`src/rtl/rs_sched_pkg.sv`:
```
// Shared types and helpers for the reservation-station issue scheduler.
package rs_sched_pkg;

    // Scheduler FSM: either nothing is offered, or one slot/FU pairing is held.
    typedef enum logic {
        IDLE  = 1'b0,
        OFFER = 1'b1
    } sched_state_e;

    localparam int DEF_NUM_SLOTS = 8;
    localparam int DEF_NUM_FU    = 4;

    // Widest one-hot vector the index encoder handles.
    localparam int MAX_ONEHOT_W = 64;
    localparam int MAX_IDX_W    = 6;

    // Index width for a vector of n entries; never narrower than one bit.
    function automatic int idx_w(input int n);
        return (n > 1) ? $clog2(n) : 1;
    endfunction

    // Encode a one-hot (or all-zero) vector into its bit index.
    function automatic logic [MAX_IDX_W-1:0] onehot_to_idx(input logic [MAX_ONEHOT_W-1:0] oh);
        logic [MAX_IDX_W-1:0] idx;
        idx = '0;
        for (int k = 0; k < MAX_ONEHOT_W; k++) begin
            if (oh[k]) begin
                idx = idx | MAX_IDX_W'(k);
            end
        end
        return idx;
    endfunction

endpackage

```
`src/rtl/rs_age_matrix.sv`:
```
// Age matrix over the reservation slots: tracks which busy slots were
// allocated before which, and reports the oldest slot in a candidate mask.
module rs_age_matrix
    import rs_sched_pkg::*;
#(
    parameter int NUM_SLOTS = DEF_NUM_SLOTS
) (
    input  logic                 clk,
    input  logic                 rst_n,
    input  logic [NUM_SLOTS-1:0] alloc_i,
    input  logic [NUM_SLOTS-1:0] clear_i,
    input  logic [NUM_SLOTS-1:0] cand_i,
    output logic [NUM_SLOTS-1:0] busy_o,
    output logic [NUM_SLOTS-1:0] oldest_o,
    output logic                 any_valid_o
);

    logic [NUM_SLOTS-1:0] busy_q;

    // Busy bit per slot: set by allocation, dropped by the issue clear pulse.
    always_ff @(posedge clk or negedge rst_n) begin
        if (!rst_n) begin
            busy_q <= '0;
        end else begin
            busy_q <= (busy_q & ~clear_i) | alloc_i;
        end
    end

    assign busy_o = busy_q;

    genvar gi;
    for (gi = 0; gi < NUM_SLOTS; gi++) begin : g_row
        // Bit j set: slot j was allocated before slot gi.
        logic [NUM_SLOTS-1:0] older_q;

        // Row gi is loaded with everything still busy (minus a slot issuing this
        // same edge); any newly allocated slot is wiped from the column so stale
        // history from its previous occupant never looks older.
        always_ff @(posedge clk or negedge rst_n) begin
            if (!rst_n) begin
                older_q <= '0;
            end else if (alloc_i[gi]) begin
                older_q <= busy_q & ~clear_i;
            end else begin
                older_q <= older_q & ~alloc_i;
            end
        end

        // Oldest: a candidate with no older candidate.
        assign oldest_o[gi] = cand_i[gi] & ~|(older_q & cand_i);
    end

    assign any_valid_o = |cand_i;

endmodule

```
`src/rtl/rs_issue_scheduler.sv`:
```
// Age-ordered, handshaked issue scheduler: offers the oldest ready slot on a
// round-robin free FU, holds the offer until accepted, then pulses slot_clear.
module rs_issue_scheduler
    import rs_sched_pkg::*;
#(
    parameter  int NUM_SLOTS = DEF_NUM_SLOTS,
    parameter  int NUM_FU    = DEF_NUM_FU,
    parameter  int CNT_WIDTH = 16,
    localparam int SW        = idx_w(NUM_SLOTS),
    localparam int FW        = idx_w(NUM_FU)
) (
    input  logic                 clk,
    input  logic                 rst_n,
    input  logic [NUM_SLOTS-1:0] slot_alloc_i,
    input  logic [NUM_SLOTS-1:0] slot_ready_i,
    input  logic [NUM_FU-1:0]    fu_ready_i,
    input  logic                 flush_i,
    output logic                 issue_valid_o,
    output logic [SW-1:0]        slot_sel_o,
    output logic [FW-1:0]        fu_sel_o,
    output logic [NUM_SLOTS-1:0] slot_clear_o,
    output logic [CNT_WIDTH-1:0] issue_count_o
);

    sched_state_e         state_q;
    logic [SW-1:0]        slot_sel_q;
    logic [FW-1:0]        fu_sel_q;
    logic [FW-1:0]        rr_q;
    logic [FW-1:0]        rr_d;
    logic [CNT_WIDTH-1:0] cnt_q;

    logic [NUM_SLOTS-1:0] busy;
    logic [NUM_SLOTS-1:0] pending;
    logic [NUM_SLOTS-1:0] cand;
    logic [NUM_SLOTS-1:0] oldest;
    logic [SW-1:0]        oldest_idx;
    logic                 any_cand;
    logic                 take;
    logic                 idle_found;
    logic [FW-1:0]        idle_idx;
    logic                 reload_found;
    logic [FW-1:0]        reload_idx;

    // First set bit of mask at or after start, wrapping; MSB of result = found.
    function automatic logic [FW:0] rr_pick(input logic [NUM_FU-1:0] mask, input logic [FW-1:0] start);
        logic [2*NUM_FU-1:0] dbl;
        logic [NUM_FU-1:0]   rot;
        logic [FW:0]         res;
        int                  c;
        dbl = {mask, mask} >> start;
        rot = dbl[NUM_FU-1:0];
        res = '0;
        for (int k = NUM_FU - 1; k >= 0; k--) begin
            if (rot[k]) begin
                c = int'(start) + k;
                if (c >= NUM_FU) begin
                    c = c - NUM_FU;
                end
                res = {1'b1, FW'(c)};
            end
        end
        return res;
    endfunction

    assign issue_valid_o = (state_q == OFFER);
    assign slot_sel_o    = slot_sel_q;
    assign fu_sel_o      = fu_sel_q;
    assign issue_count_o = cnt_q;

    // The offered slot is excluded from selection so a reload picks a different one.
    assign pending      = issue_valid_o ? (NUM_SLOTS'(1) << slot_sel_q) : '0;
    assign cand         = slot_ready_i & busy & ~pending;
    assign take         = issue_valid_o & fu_ready_i[fu_sel_q] & ~flush_i;
    assign slot_clear_o = take ? pending : '0;
    assign rr_d         = (fu_sel_q == FW'(NUM_FU - 1)) ? '0 : fu_sel_q + 1'b1;
    assign oldest_idx   = SW'(onehot_to_idx(MAX_ONEHOT_W'(oldest)));

    assign {idle_found, idle_idx}     = rr_pick(fu_ready_i, rr_q);
    assign {reload_found, reload_idx} = rr_pick(fu_ready_i & ~(NUM_FU'(1) << fu_sel_q), rr_d);

    rs_age_matrix #(
        .NUM_SLOTS (NUM_SLOTS)
    ) u_age (
        .clk         (clk),
        .rst_n       (rst_n),
        .alloc_i     (slot_alloc_i),
        .clear_i     (slot_clear_o),
        .cand_i      (cand),
        .busy_o      (busy),
        .oldest_o    (oldest),
        .any_valid_o (any_cand)
    );

    // Offer FSM with round-robin pointer and accepted-issue counter.
    always_ff @(posedge clk or negedge rst_n) begin
        if (!rst_n) begin
            state_q    <= IDLE;
            slot_sel_q <= '0;
            fu_sel_q   <= '0;
            rr_q       <= '0;
            cnt_q      <= '0;
        end else begin
            if (take) begin
                cnt_q <= cnt_q + 1'b1;
                rr_q  <= rr_d;
            end
            if (flush_i) begin
                state_q <= IDLE;
            end else begin
                case (state_q)
                    IDLE: begin
                        if (any_cand && idle_found) begin
                            state_q    <= OFFER;
                            slot_sel_q <= oldest_idx;
                            fu_sel_q   <= idle_idx;
                        end
                    end
                    OFFER: begin
                        if (take) begin
                            if (any_cand && reload_found) begin
                                slot_sel_q <= oldest_idx;
                                fu_sel_q   <= reload_idx;
                            end else begin
                                state_q <= IDLE;
                            end
                        end else if (idle_found) begin
                            // Offered FU went away: keep the slot, move to another free FU.
                            fu_sel_q <= idle_idx;
                        end
                    end
                    default: state_q <= IDLE;
                endcase
            end
        end
    end

    // Allocation must target a single free slot.
    alloc_legal: assert property (@(posedge clk) disable iff (!rst_n)
        $onehot0(slot_alloc_i) && ((slot_alloc_i & busy) == '0));

endmodule
```
`config.mk`:
```
export PLATFORM = sky130hd
export DESIGN_NAME = rs_issue_scheduler
export DESIGN_NICKNAME = d
export VERILOG_FILES = /design/src/rtl/rs_sched_pkg.sv /design/src/rtl/rs_age_matrix.sv /design/src/rtl/rs_issue_scheduler.sv
export SDC_FILE = /design/constraint.sdc
export NUM_CORES = 1
export LEC_CHECK = 0
export CAP_MARGIN = 20
export CORE_UTILIZATION = 45
export CTS_CLUSTER_SIZE = 28
export DETAILED_ROUTE_END_ITERATION = 8
export DONT_BUFFER_PORTS = 1
export GPL_ROUTABILITY_DRIVEN = 0
export GPL_TIMING_DRIVEN = 1
export PLACE_DENSITY = 0.59
export SLEW_MARGIN = 20
export SYNTH_ARGS = -nofsm -noshare
export SYNTH_HDL_FRONTEND = slang
export SYNTH_HIERARCHICAL = 1
export SYNTH_SLANG_ARGS = --single-unit
```
`constraint.sdc`:
```
create_clock -name clk -period 2.4 [get_ports clk]
set_input_delay 0.36 -clock clk [delete_from_list [all_inputs] [get_ports clk]]
set_output_delay 0.36 -clock clk [all_outputs]
set_load 0.005 [all_outputs]
```
==> results of run 1 <==
-- metrics by stage --
step	util	power (mW)	TNS, ns
after floorplan	-	2.42	0
after global placement	0.470	2.58	0
after detailed placement	0.470	2.60	0
after CTS	0.489	3.63	0
after global routing	0.496	3.87	-0.222
final	0.496	3.65	0
-- power groups by stage --
stage	Combinational (mW)	Sequential, mW	Clock (mW)
finish	0.892	1.74	1.02
global route	0.997	1.76	1.11
CTS	0.834	1.74	1.05
detailed placement	0.828	1.77	0
global placement	0.815	1.77	0
floorplan	0.676	1.75	0
-- metal layers --
layer  GRT usage  vias up  routed length, µm
met3      0.0624       15                745
met5           0        -                  0
met4      0.0758        0                159
met1       0.305     1714               5060
li1            -     1561                  -
met2       0.363      102               5200
-- sequential cells by signal (all words and copies together), names as in the netlist, named ones only --
register             flops
u_age/g_row.older_q     49
issue_count_o           16
u_age/busy_o             8
slot_sel_o               3
fu_sel_o                 2
rr_q                     2
issue_valid_o            1
-- final timing paths --
path,cells after the start,end,slack (ns)
hold reg to reg,1,issue_count_o[15],0.50
min in group asynchronous,2,fu_sel_o[1],0.56
hold / removal,1,issue_valid_o,0.06
setup / recovery,9,fu_sel_o[1],0.05
max in group asynchronous,2,u_age/busy_o[0],1.47
setup reg to reg,9,fu_sel_o[1],0.05
-- area by class of cell --
type                            instances  area (µm²)
Clock buffer                           12         135
Clock inverter                          4        53.8
Fill cell                             923        4930
Inverter                                7        26.3
Multi-Input combinational cell        309        2080
Sequential cell                        88        2200
Tap cell                              133         166
Timing Repair Buffer                   21         180
-- cell usage in the layout (no fill, tap or decap), types with 4 or more instances in the layout --
cell and n:
nor2b_1 8, dfrtp_1 87, mux2_2 10, a22oi_1 16
nor2_1 52, nand2b_1 9, xnor2_1 12, clkbuf_8 9
or2_1 8, nand3_1 6, nand2_1 47, nor3_1 4
a21oi_1 8, a22o_1 43, buf_4 19, a22oi_2 5
nand4b_1 8, ha_1 5, a31oi_1 5, o21ai_0 5
nand4_1 4, o21ai_1 5, inv_1 7
-- critical path: cells and delay by family (launching register included) --
family	cells	cell delay, ns
flip-flops	1	0.38
adder cells (fa/ha/maj)	1	0.23
AND/OR/NAND/NOR	1	0.46
buffers and inverters	2	0.29
AO/OA/AOI/OAI	5	0.89
-- what timing repair did --
action | 4_1_cts | 5_1_grt
endpoints found under the setup margin | 0 | 12
buffers inserted | 0 | 0
gates resized for setup | 0 | 9
hold endpoints to repair | 88 | 88
==> metrics.txt, run 1 <==
largest net degree at the start of global routing=89; Sink Count=88; Die Y=103 µm; Comb pwr share=0.244; Power Dens Cells=between 700 and 800 nW/µm²; First DRT Iteration DRCs=182; placed wire-length estimate=approximately 7.6 mm; Final Non-Filler Cells=574; Placed Instances=556; outcome=finished, final reports clean; CP Max Fanout=8; LEAKAGE=1.98 nW; antenna viol nets, final=0; Area growth, synth to finish=6.31%; Sw Pwr=1.15 mW; Sw Share=0.315; Core ar.=~9800 µm²; Avg Cell Area, Syn=10.3 µm²; clk_lat worst skew=between 0.3 and 0.4 ns; gr usage total=0.229; io pins=53; total grt overflow=0; Least-Margin Pin Slew=0.746 ns; max-slew violations=0; Clock transition at path regs=0.08 ns; Max Clock Freq=0.426 GHz; Area after DPL=4590 µm²; post-DR wirelength/cell=19.4 µm; HP Start=flush_i; Worst Skew=0.0101 ns; Fin Hold WS=between 0.06 and 0.07 ns; Fin. Hold Viols=0; H-tree depth=3; number of remaining DRC errors=0; Final Net Count=464; period utilization=0.978; Syn Std Cell Area=4560 µm²; worst-path cell chain=buf_4 > inv_1 > ha_1 > or3b_2 > a21o_1 > a32o_1 > o21ai_0 > o2111ai_1 > a22o_1; r2r startpoint=fu_sel_o[0]; CTS tree=done; total CTS buffers=9; input/output buffers=0; Crit Path Class=reg2reg; vias=roughly 3,400; Diodes inserted=0; max-cap violation count=0; Crit. End Element=flop; fin crit period=2.35 ns; first-pass GRT wire length=about 18 mm; Post-Place Worst Slack=0.0507 ns; Crit path largest cell delay=0.46 ns; Critical Path AT=2.59 ns; internal power=2.50 mW; Yosys Warn Count=6; Mapped Cells=approximately 440; Max stage delay cell, worst path=or3b_2; Worst Path Required=2.65 ns; share of post-route cells with drive strength above 1=0.145; Row Count=36; Final WS setup=0.0524 ns; Rel. slew slack=0.502; router iterations before antenna repair=5; Peak supply drop=between 300 and 400 µV; Clock power frac=0.280; vias in the first global route=3,390; HP Class=in2reg; final setup fails=0; total wire length=11.2 mm; RSZ-0062 raised after global routing=true; die area=approximately 11,000 µm²; final instance area=about 4800 µm²; Crit. Startpoint=fu_sel_o[0]; Die X=103 µm; clock root buffer master=clkbuf_8; clock buffer depth=2; number of antenna violations at the first check in global routing=0; Startpoint Class=flop; Via density=5.91; initial cell density of the core=0.466; Net Count, Synth=470; Seq pwr share=0.476
Note: power is estimated with default switching activity, not from simulation.
==> run 2: changes to the inputs <==
==> constraint.sdc (replaced) <==
create_clock -name clk -period 2.4 [get_ports clk]
set_input_delay 0.48 -clock clk [delete_from_list [all_inputs] [get_ports clk]]
set_output_delay 0.48 -clock clk [all_outputs]
set_load 0.005 [all_outputs]
==> metrics.txt, run 2 (synthesis results as in run 1) <==
outcome=complete, but fails checks (was finished, final reports clean); violated checks=negative hold slack; fill count=936 (was 923); period utilization=0.987 (was 0.978); placed wire-length estimate=7.64 mm (was 7.56 mm); LEAKAGE=2.04 nW (was 1.98 nW); Max Clock Freq=0.422 GHz (was 0.426 GHz); Via density=5.82 (was 5.91); Rel. slew slack=0.526 (was 0.502); Peak supply drop=434 µV (was 301 µV); largest net degree at the start of global routing=89 (unchanged); io pins=53 (unchanged); Critical Path AT=1.89 ns (was 2.59 ns); Die X=103 µm (unchanged); router iterations before antenna repair=4 (was 5); Final Net Count=469 (was 464); Crit Path Class=reg2out (was reg2reg); Core ar.=9770 µm² (unchanged); max reg flops=49 (unchanged); Area growth, synth to finish=8.53% (was 6.31%); Diodes inserted=0 (unchanged); Most Used Layer, Global Route=met2 (unchanged); total wire length=11.4 mm (was 11.2 mm); Worst Skew=0.00992 ns (was 0.0101 ns); met2 global-route usage=0.372 (was 0.363); fin crit period=2.37 ns (was 2.35 ns); most common cell after layout, fill and taps aside=dfrtp_1 (unchanged); Fin Hold WS=-0.208 ns (was 0.0610 ns); H-tree depth=3 (unchanged); Placed Instances=561 (was 556); clock buffer depth=2 (unchanged); Sink Count=88 (unchanged); met3 Usage GRT=0.0434 (was 0.0624); gr usage total=0.229 (about the same); RSZ-0062 raised after global routing=true (unchanged); total CTS buffers=9 (unchanged); Final Non-Filler Cells=579 (was 574); Worst Path Required=1.92 ns (was 2.65 ns); clk_lat worst skew=0.37 ns (was 0.36 ns); clock root buffer master=clkbuf_8 (unchanged); Startpoint Class=flop (unchanged); Fin. Hold Viols=88 (was 0); first-pass GRT wire length=17.9 mm (was 18.0 mm); overall power=3.94 mW (was 3.65 mW); Die Y=103 µm (unchanged); total grt overflow=0 (unchanged); utilization after layout=0.506 (was 0.496); number of antenna violations at the first check in global routing=0 (unchanged); final setup fails=0 (unchanged); antenna viol nets, final=0 (unchanged); vias in the first global route=3,315 (was 3,390); vias=3,372 (was 3,392); Reg2Reg Depth=9 (unchanged); HP Class=in2async (was in2reg); share of post-route cells with drive strength above 1=0.177 (was 0.145); Most flops, register=u_age/g_row.older_q (unchanged); First DRT Iteration DRCs=195 (was 182); Post-Place Worst Slack=0.0677 ns (was 0.0507 ns); post-DR wirelength/cell=19.6 µm (was 19.4 µm); Final WS setup=0.0310 ns (was 0.0524 ns); Least-Margin Pin Slew=0.710 ns (was 0.746 ns); Crit. End Element=primary output (was flop); highest-count cells in the layout ignoring fill and taps=dfrtp_1 (86), nor2_1 (50), nand2_1 (46) (was dfrtp_1 (87), nor2_1 (52), nand2_1 (47)); die area=10,500 µm² (unchanged); Power Dens Cells=796 nW/µm² (was 754 nW/µm²); input/output buffers=0 (unchanged); number of remaining DRC errors=0 (unchanged); setup TNS=0 ns (unchanged); Row Count=36 (unchanged); initial cell density of the core=0.466 (unchanged); max-cap violation count=0 (unchanged); routing usage on met1=0.312 (was 0.305); R2R setup slack=0.05 ns (about the same); max-slew violations=0 (unchanged); Clock transition at path regs=0.10 ns (was 0.08 ns); CP Max Fanout=3 (was 8); CTS tree=done (unchanged)
run 2: cell count changes in the layout (fill, tap and decap cells not counted), moves of 2 or more:
cell | previous run | this run
clkbuf_1 | 3 | 0
nor2_2 | 0 | 2
clkinv_4 | 0 | 2
buf_4 | 19 | 25
bufinv_16 | 1 | 3
nor2_1 | 52 | 50
clkinvlp_4 | 2 | 0
nor3_1 | 4 | 2
run 2: worst max-delay path: stages, from the launching register on:
cell     delay [ns]
dfrtp_1        0.39
mux4_2         0.54
and3b_4        0.23
nand2_2        0.07
buf_6          0.11
nor3_4         0.04
buf_4          0.13
run 2: area by class of cell:
cell class,instances,area [µm²],share of cell area
clock buffer,9,124,0.0250
clock inverter,7,128,0.0258
inverter,7,26.3,0.00531
multi-input combinational,309,2100,0.425
sequential,88,2200,0.446
tap,133,166,0.0336
timing repair buffer,26,199,0.0402
run 2: report_power, final:
group / leakage [nW] / internal [mW] / total [mW] / switching (mW)
clock: 0.126 / 0.707 / 1.30 / 0.593
sequential: 1.00 / 1.61 / 1.75 / 0.139
combinational: 0.908 / 0.420 / 0.894 / 0.473
run 2: repair_timing:
item	CTS	global route
gates cloned	0	0
endpoints found under the hold margin	88	88
setup buffers	2	0
resized for setup	3	15
endpoints found under the setup margin	2	8
pin swaps	0	1
run 2: worst paths after layout:
| kind | start | end |
|---|---|---|
| worst max-delay path | fu_sel_o[0] | slot_clear_o[0] |
| worst min-delay path | rst_n | fu_sel_o[0] |
| worst max register to register | fu_sel_o[0] | fu_sel_o[0] |
| worst min register to register | issue_count_o[15] | issue_count_o[15] |
| max in group asynchronous | rst_n | slot_sel_o[0] |
| min in group clk | flush_i | issue_valid_o |
run 2: per-layer routing:
layer	vias to the layer above	share of wire
met3	15	0.067
met2	105	0.47
li1	1579	-
met1	1673	0.45
met5	-	0
met4	0	0.012
run 2: per-stage QoR:
| step | hold slack [ns] | instance area, µm² |
|---|---|---|
| floorplan | 0.184 | 4560 |
| global placement | 0.187 | 4630 |
| detailed placement | 0.186 | 4630 |
| CTS | -0.214 | 4910 |
| global route | -0.225 | 4950 |
| finish | -0.208 | 4950 |
